File: src/rtl/key_lock_if.sv
// Keypad-side and status signals of the key lock controller.
// The master drives key strobes and observes status; the slave is the controller.
interface key_lock_if;
  logic        key_en;
  logic [3:0]  key_num;
  logic [15:0] entry_digits;
  logic [2:0]  entry_cnt;
  logic        unlocked;
  logic        alarm;
  logic [1:0]  fail_cnt;
  logic [2:0]  state;

  // key_en is a single-cycle strobe with no back-pressure; key_num is meaningful only while key_en=1.
  modport master (
    output key_en, key_num,
    input  entry_digits, entry_cnt, unlocked, alarm, fail_cnt, state
  );

  modport slave (
    input  key_en, key_num,
    output entry_digits, entry_cnt, unlocked, alarm, fail_cnt, state
  );
endinterface

File: src/rtl/key_lock_ctrl.sv
// Four-digit keypad lock with timed relock, failed-attempt lockout and optional code programming.
// Define KEY_LOCK_PROGRAM_EN to build the PROGRAM state and the writable code register.
module key_lock_ctrl #(
    parameter logic [15:0] DEFAULT_CODE   = 16'h1234,
    parameter int unsigned UNLOCK_CYCLES  = 300000000,
    parameter int unsigned LOCKOUT_CYCLES = 1000000000,
    parameter int unsigned MAX_FAIL       = 3
) (
    input  logic       clk,
    input  logic       reset,
    key_lock_if.slave  kif
);

    typedef enum logic [2:0] {
        S_IDLE     = 3'd0,
        S_ENTRY    = 3'd1,
        S_UNLOCKED = 3'd2,
        S_PROGRAM  = 3'd3,
        S_LOCKOUT  = 3'd4
    } state_t;

    localparam logic [31:0] UNLOCK_LOAD  = UNLOCK_CYCLES - 1;
    localparam logic [31:0] LOCKOUT_LOAD = LOCKOUT_CYCLES - 1;
    localparam logic [1:0]  FAIL_LIMIT   = 2'(MAX_FAIL);

    state_t      state_q, state_d;
    logic [15:0] digits_q, digits_d;
    logic [2:0]  cnt_q, cnt_d;
    logic [1:0]  fail_q, fail_d;
    logic [31:0] timer_q, timer_d;
    logic        unlocked_q, unlocked_d;
    logic        alarm_q, alarm_d;
    logic [15:0] code_q;
    logic        is_digit, is_star, is_hash;

`ifdef KEY_LOCK_PROGRAM_EN
    logic [15:0] code_d;
    logic        is_a;
    assign is_a = kif.key_en && (kif.key_num == 4'hA);
`else
    assign code_q = DEFAULT_CODE;
`endif

    assign is_digit = kif.key_en && (kif.key_num <= 4'd9);
    assign is_star  = kif.key_en && (kif.key_num == 4'hE);
    assign is_hash  = kif.key_en && (kif.key_num == 4'hF);

    always_ff @(posedge clk) begin
        if (reset) begin
            state_q    <= S_IDLE;
            digits_q   <= '0;
            cnt_q      <= '0;
            fail_q     <= '0;
            timer_q    <= '0;
            unlocked_q <= 1'b0;
            alarm_q    <= 1'b0;
`ifdef KEY_LOCK_PROGRAM_EN
            code_q     <= DEFAULT_CODE;
`endif
        end else begin
            state_q    <= state_d;
            digits_q   <= digits_d;
            cnt_q      <= cnt_d;
            fail_q     <= fail_d;
            timer_q    <= timer_d;
            unlocked_q <= unlocked_d;
            alarm_q    <= alarm_d;
`ifdef KEY_LOCK_PROGRAM_EN
            code_q     <= code_d;
`endif
        end
    end

    always_comb begin
        state_d  = state_q;
        digits_d = digits_q;
        cnt_d    = cnt_q;
        fail_d   = fail_q;
        timer_d  = timer_q;
`ifdef KEY_LOCK_PROGRAM_EN
        code_d   = code_q;
`endif
        unique case (state_q)
            S_IDLE: begin
                if (is_digit) begin
                    digits_d = {digits_q[11:0], kif.key_num};
                    cnt_d    = cnt_q + 3'd1;
                    state_d  = S_ENTRY;
                end
            end
            S_ENTRY: begin
                if (is_digit) begin
                    if (cnt_q < 3'd4) begin
                        digits_d = {digits_q[11:0], kif.key_num};
                        cnt_d    = cnt_q + 3'd1;
                    end
                end else if (is_star) begin
                    digits_d = '0;
                    cnt_d    = '0;
                    state_d  = S_IDLE;
                end else if (is_hash) begin
                    digits_d = '0;
                    cnt_d    = '0;
                    if (cnt_q == 3'd4 && digits_q == code_q) begin
                        state_d = S_UNLOCKED;
                        fail_d  = '0;
                        timer_d = UNLOCK_LOAD;
                    end else begin
                        fail_d = fail_q + 2'd1;
                        if (fail_q + 2'd1 == FAIL_LIMIT) begin
                            state_d = S_LOCKOUT;
                            timer_d = LOCKOUT_LOAD;
                        end else begin
                            state_d = S_IDLE;
                        end
                    end
                end
            end
            S_UNLOCKED: begin
                // Expiry takes priority over any key arriving in the same cycle.
                if (timer_q == '0) begin
                    state_d = S_IDLE;
                end else begin
                    timer_d = timer_q - 32'd1;
                    if (is_star || is_hash) begin
                        state_d = S_IDLE;
                        timer_d = '0;
                    end
`ifdef KEY_LOCK_PROGRAM_EN
                    else if (is_a) begin
                        state_d  = S_PROGRAM;
                        digits_d = '0;
                        cnt_d    = '0;
                    end
`endif
                end
            end
`ifdef KEY_LOCK_PROGRAM_EN
            S_PROGRAM: begin
                // Timer holds its value while a new code is being entered.
                if (is_digit) begin
                    if (cnt_q < 3'd4) begin
                        digits_d = {digits_q[11:0], kif.key_num};
                        cnt_d    = cnt_q + 3'd1;
                    end
                end else if (is_hash && cnt_q == 3'd4) begin
                    code_d   = digits_q;
                    digits_d = '0;
                    cnt_d    = '0;
                    state_d  = S_IDLE;
                end else if (is_star) begin
                    digits_d = '0;
                    cnt_d    = '0;
                    state_d  = S_IDLE;
                end
            end
`endif
            S_LOCKOUT: begin
                if (timer_q == '0) begin
                    state_d = S_IDLE;
                    fail_d  = '0;
                end else begin
                    timer_d = timer_q - 32'd1;
                end
            end
            default: state_d = S_IDLE;
        endcase
    end

    always_comb begin
        unlocked_d = (state_d == S_UNLOCKED) || (state_d == S_PROGRAM);
        alarm_d    = (state_d == S_LOCKOUT);
    end

    assign kif.state        = state_q;
    assign kif.entry_digits = digits_q;
    assign kif.entry_cnt    = cnt_q;
    assign kif.fail_cnt     = fail_q;
    assign kif.unlocked     = unlocked_q;
    assign kif.alarm        = alarm_q;

endmodule

File: src/flat_wrapper.sv
// flat-port wrapper written by rule: the top's interface ports become plain ports
module key_lock_ctrl_flat 
#(
    parameter logic [15:0] DEFAULT_CODE   = 16'h1234,
    parameter int unsigned UNLOCK_CYCLES  = 300000000,
    parameter int unsigned LOCKOUT_CYCLES = 1000000000,
    parameter int unsigned MAX_FAIL       = 3
)
  (clk, reset, kif_key_en, kif_key_num, kif_entry_digits, kif_entry_cnt, kif_unlocked, kif_alarm, kif_fail_cnt, kif_state);
  key_lock_if kif_i ();
  input  logic clk;
  input  logic reset;
  input wire logic [$bits(kif_i.key_en)-1:0] kif_key_en;
  input wire logic [$bits(kif_i.key_num)-1:0] kif_key_num;
  output wire logic [$bits(kif_i.entry_digits)-1:0] kif_entry_digits;
  output wire logic [$bits(kif_i.entry_cnt)-1:0] kif_entry_cnt;
  output wire logic [$bits(kif_i.unlocked)-1:0] kif_unlocked;
  output wire logic [$bits(kif_i.alarm)-1:0] kif_alarm;
  output wire logic [$bits(kif_i.fail_cnt)-1:0] kif_fail_cnt;
  output wire logic [$bits(kif_i.state)-1:0] kif_state;
  assign kif_i.key_en = kif_key_en;
  assign kif_i.key_num = kif_key_num;
  assign kif_entry_digits = kif_i.entry_digits;
  assign kif_entry_cnt = kif_i.entry_cnt;
  assign kif_unlocked = kif_i.unlocked;
  assign kif_alarm = kif_i.alarm;
  assign kif_fail_cnt = kif_i.fail_cnt;
  assign kif_state = kif_i.state;
  key_lock_ctrl #(.DEFAULT_CODE(DEFAULT_CODE), .UNLOCK_CYCLES(UNLOCK_CYCLES), .LOCKOUT_CYCLES(LOCKOUT_CYCLES), .MAX_FAIL(MAX_FAIL)) u_core (.clk(clk), .reset(reset), .kif(kif_i));
endmodule
File: config.mk
export PLATFORM = sky130hd
export DESIGN_NAME = key_lock_ctrl_flat
export DESIGN_NICKNAME = d
export VERILOG_FILES = /design/src/rtl/key_lock_if.sv /design/src/rtl/key_lock_ctrl.sv /design/src/flat_wrapper.sv
export SDC_FILE = /design/constraint.sdc
export NUM_CORES = 1
export LEC_CHECK = 0
export ABC_AREA = 1
export CORE_ASPECT_RATIO = 0.6
export CORE_UTILIZATION = 42
export CTS_CLUSTER_DIAMETER = 100
export CTS_CLUSTER_SIZE = 10
export DETAILED_ROUTE_END_ITERATION = 16
export GPL_ROUTABILITY_DRIVEN = 1
export PLACE_DENSITY = 0.74
export SLEW_MARGIN = 30
export SYNTH_ARGS = -nofsm -noshare
export SYNTH_HDL_FRONTEND = slang
export SYNTH_SLANG_ARGS = --single-unit
File: constraint.sdc
create_clock -name clk -period 1.6 [get_ports clk]
set_input_delay 0.4 -clock clk [delete_from_list [all_inputs] [get_ports clk]]
set_output_delay 0.4 -clock clk [all_outputs]
set_load 0.02 [all_outputs]
==> summary.txt <==
Yosys
  – Simple-gate portion of the synthesized area: 0.379
  – Number of synthesized flops with an enable pin: 0
  – Post-synthesis sequential area ratio: 0.334
  – Synth area leader: dfxtp_1
  – Post-Synthesis Cells: about 520
  – Yosys warns: 0
  – Largest family of logic cells by synthesized area: simple AND/OR/NAND/NOR gates
  – Seq cells post-synth: between 50 and 60
  – FFs w/ async S/R, synth: 0
  – Most common flop cell mapped by yosys: dfxtp_1
  – Mapped cell area: 3480 um^2
  – Adder-cell share of the synthesized area: 0.0180
  – Yosys top cell area share: 0.334
  – Multiplexer share of the synthesized area: 0
  – Post-synthesis compound-gate area fraction: 0.167
  – Main area contributors after synthesis: dfxtp_1 33%, nor2_1 9.4%, nand2_1 9.0%
  – Post-Synth XOR/XNOR Area: 0.0227
  – Mapped Nets: 529
  – Unique masters post-synth: 40
  – Syn Area/Cell: between 6 and 7 um^2

Critical path
  – Crit Path Max Fanout: 7
  – Crit end category: flop
  – Worst Path Buf+Inv: 2
  – Crit-path max cell delay: between 300 and 400 ps
  – R2R setup slack: -500 ps
  – Critical path, cell by cell: nor2_2 > nand2_2 > nor2_4 > nand3_2 > nor3_4 > nor2_8 > buf_12 > buf_12 > o21ai_2 > nor2_1
  – Critical Path Start Type: flop
  – Crit-path slowest cell: dfxtp_1
  – Setup Crit Path Kind: flop to flop
  – CP most frequent cell: buf_12
  – Crit-path leading delay family: simple AND/OR/NAND/NOR gates
  – Critical Path RT: 1840 ps
  – CP Data Arrival Time: about 2300 ps

STA
  – Post-route setup TNS: -17840 ps
  – Final min period: between 2000 and 2500 ps
  – Fin crit share: 1.31
  – Worst slew margin: 0.694
  – Fmax: ~0.48 GHz
  – Final setup vio count: 62
  – Final Hold Viols: 0
  – Setup ws final: -503 ps
  – Clk_skew: between 10 and 15 ps
  – RSZ-0062 raised after global routing: yes
  – Hold Slack: ~500 ps
  – Final Slew Violations: 0
  – Least-Margin Pin Slew: between 400 and 500 ps

Floorplanning
  – I/O pin count: 33
  – DIE AREA: a little under 9000 um^2
  – Core ar.: between 7000 and 8000 um^2
  – Starting Density: 0.438
  – Die width: roughly 120 um
  – Row count: 25
  – Die Height: 72.5 um

Pwr
  – LEAKAGE: a little under 3 nW
  – P per Cell Area: about 2000 nW/um^2
  – Total Power: ~13 mW
  – Maximum VDD drop: 0.00161 V

Place
  – Final GP Congestion: about 0.96
  – Placed insts: between 700 and 800
  – Port bufs: 32
  – HPWL after detailed placement: between 8000 and 9000 um

CTS
  – CTS Buf Count: 9
  – Worst skew pair latency: roughly 350 ps
  – Cts hold-fix bufs: 0
  – CTS sink cnt: between 50 and 60
  – Clock-pin slew on the worst setup and hold paths: about 60 ps
  – Root buf cell: clkbuf_16
  – CTS tree: built
  – H-tree depth: 3
  – CTS Buffer Depth: 2

Global route
  – First-pass GRT wire length: approximately 23000 um
  – Largest net degree at the start of global routing: 25
  – Vias in the first global route: about 4.5k
  – Gr ovfl total: 0
  – GRT Overall Usage: 0.341
  – Initial antenna violation count: 0

Layout
  – Utilization after layout: 0.823
  – Register area: about 1200 um^2
  – Share of post-route cells with drive strength above 1: 0.572
  – Non-filler cells, final: slightly above 800
  – Multi-input gate area: roughly 3000 um^2
  – Synthesis-to-finish area growth: 87.9%
  – Ant diodes: 0
  – Nets: 711
  – Final-layout fill cell count: 403

Outcome
  – Failing checks: setup timing
  – Status: complete, but fails checks

Detailed routing
  – Via count: 5075
  – Vias per cell: 6.25
  – Mean routed wirelength per cell: between 20 and 25 um
  – Post-route ant nets: 0
  – DRT Wirelength: 19100 um
  – DR iter-0 viols: 770
  – DRT Pass-1 Iters: 6
  – DRC: 0

Run
  – Max-Cap Viols: 0

Worst hold path
  – Hold Crit Class: flop to flop
==> power breakdown <==
part | total [mW] | leakage [nW] | internal, mW | switching [mW]
sequential | 2.09 | 0.480 | 1.78 | 0.311
combinational | 8.66 | 2.27 | 3.62 | 5.04
clock | 2.04 | 0.151 | 1.28 | 0.764
==> through the flow <==
step,worst slack (ps),instance area [um^2]
finish,-503,6540
global route,-480,6540
CTS,-162,5840
detailed placement,-618,4890
global placement,-563,4890
floorplan,-21.7,3540
==> logic make-up (layout without fill, tap and decap cells) <==
kind of cell | Yosys count | after routing
AO/OA/AOI/OAI | 109 | 109
XOR/XNOR | 9 | 9
adder cells (fa/ha/maj) | 5 | 5
buffers and inverters | 67 | 253
flip-flops | 58 | 58
AND/OR/NAND/NOR | 269 | 270
==> metal layers <==
| metal | vias up | GRT usage | share of wire |
|---|---|---|---|
| met3 | 191 | 0.112 | 0.13 |
| met2 | 475 | 0.531 | 0.43 |
| met1 | 2335 | 0.431 | 0.36 |
| met4 | 0 | 0.160 | 0.080 |
| met5 | - | 0 | 0 |
| li1 | 2074 | - | - |
==> worst register-to-register path: stages (launching register included) <==
cell	delay, ps
dfxtp_1	350
nor2_2	310
nand2_2	120
nor2_4	130
nand3_2	110
nor3_4	350
nor2_8	110
buf_12	160
buf_12	140
o21ai_2	130
nor2_1	80
==> worst paths after layout <==
path | cells after the start | to | from
worst min-delay path | 2 | u_core.timer_q[0]$_SDFFE_PP0P_ | u_core.timer_q[0]$_SDFFE_PP0P_
worst min register to register | 2 | u_core.timer_q[0]$_SDFFE_PP0P_ | u_core.timer_q[0]$_SDFFE_PP0P_
worst max register to register | 10 | u_core.timer_q[22]$_SDFFE_PP0P_ | u_core.timer_q[31]$_SDFFE_PP0P_
worst max-delay path | 10 | u_core.timer_q[22]$_SDFFE_PP0P_ | u_core.timer_q[31]$_SDFFE_PP0P_
==> what timing repair did <==
| action | 4_1_cts | 5_1_grt |
|---|---|---|
| gates resized for setup | 151 | 155 |
| pin swaps | 35 | 58 |
| endpoints found under the setup margin | 81 | 58 |
| buffers inserted | 13 | 11 |
| cloned | 4 | 2 |
==> flip-flops by register name, indices dropped and copies added (netlist names) <==
register,count
u_core.kif.fail_cnt,2
u_core.kif.state,3
u_core.kif.unlocked,1
u_core.timer_q,32
u_core.kif.entry_cnt,3
u_core.kif.alarm,1
u_core.kif.entry_digits,16
==> layout make-up <==
cell class	count	area share
multi-input cells	393	0.457
repair buffers	184	0.258
flip-flops and latches	58	0.181
clock buffers	11	0.0387
inverters	53	0.0362
well taps	108	0.0207
clock inverters	5	0.00804
==> placed cells by master (no fill, tap or decap), types with 6 or more instances in the layout <==
cell type      instances
a21oi_1               18
a21oi_2               36
buf_12                 9
buf_4                127
buf_6                 10
clkbuf_16             11
dfxtp_1               44
dfxtp_2               11
dlygate4sd2_1         23
inv_1                 36
inv_2                  8
nand2_1               42
nand2_2               22
nand2_4               30
nand3_1               26
nand3_2               13
nand4_1               11
nor2_1                56
nor2_2                27
nor2_4                19
o21ai_0                7
o21ai_1                7
o21ai_2               22
o21ai_4                6
xor2_1                 6
==> cells in the mapped netlist, types with 2 or more instances <==
cell,count
or2_1,2
a21oi_1,55
o21ai_1,30
o21a_1,3
nand3b_1,2
o21ai_0,11
nand3_1,39
clkinv_1,2
nand3_2,2
nor3_1,5
nand2_1,83
xnor2_1,2
nor4_1,2
buf_6,3
xor2_1,7
inv_2,8
nand2_2,10
ha_1,5
clkbuf_1,8
nor2_1,87
nand4_1,11
a21oi_2,4
buf_2,3
nand2_4,4
dfxtp_1,58
inv_1,43
nor2_4,6
a31oi_1,2
nor2_2,9
Note: power is estimated with default switching activity, not from simulation.
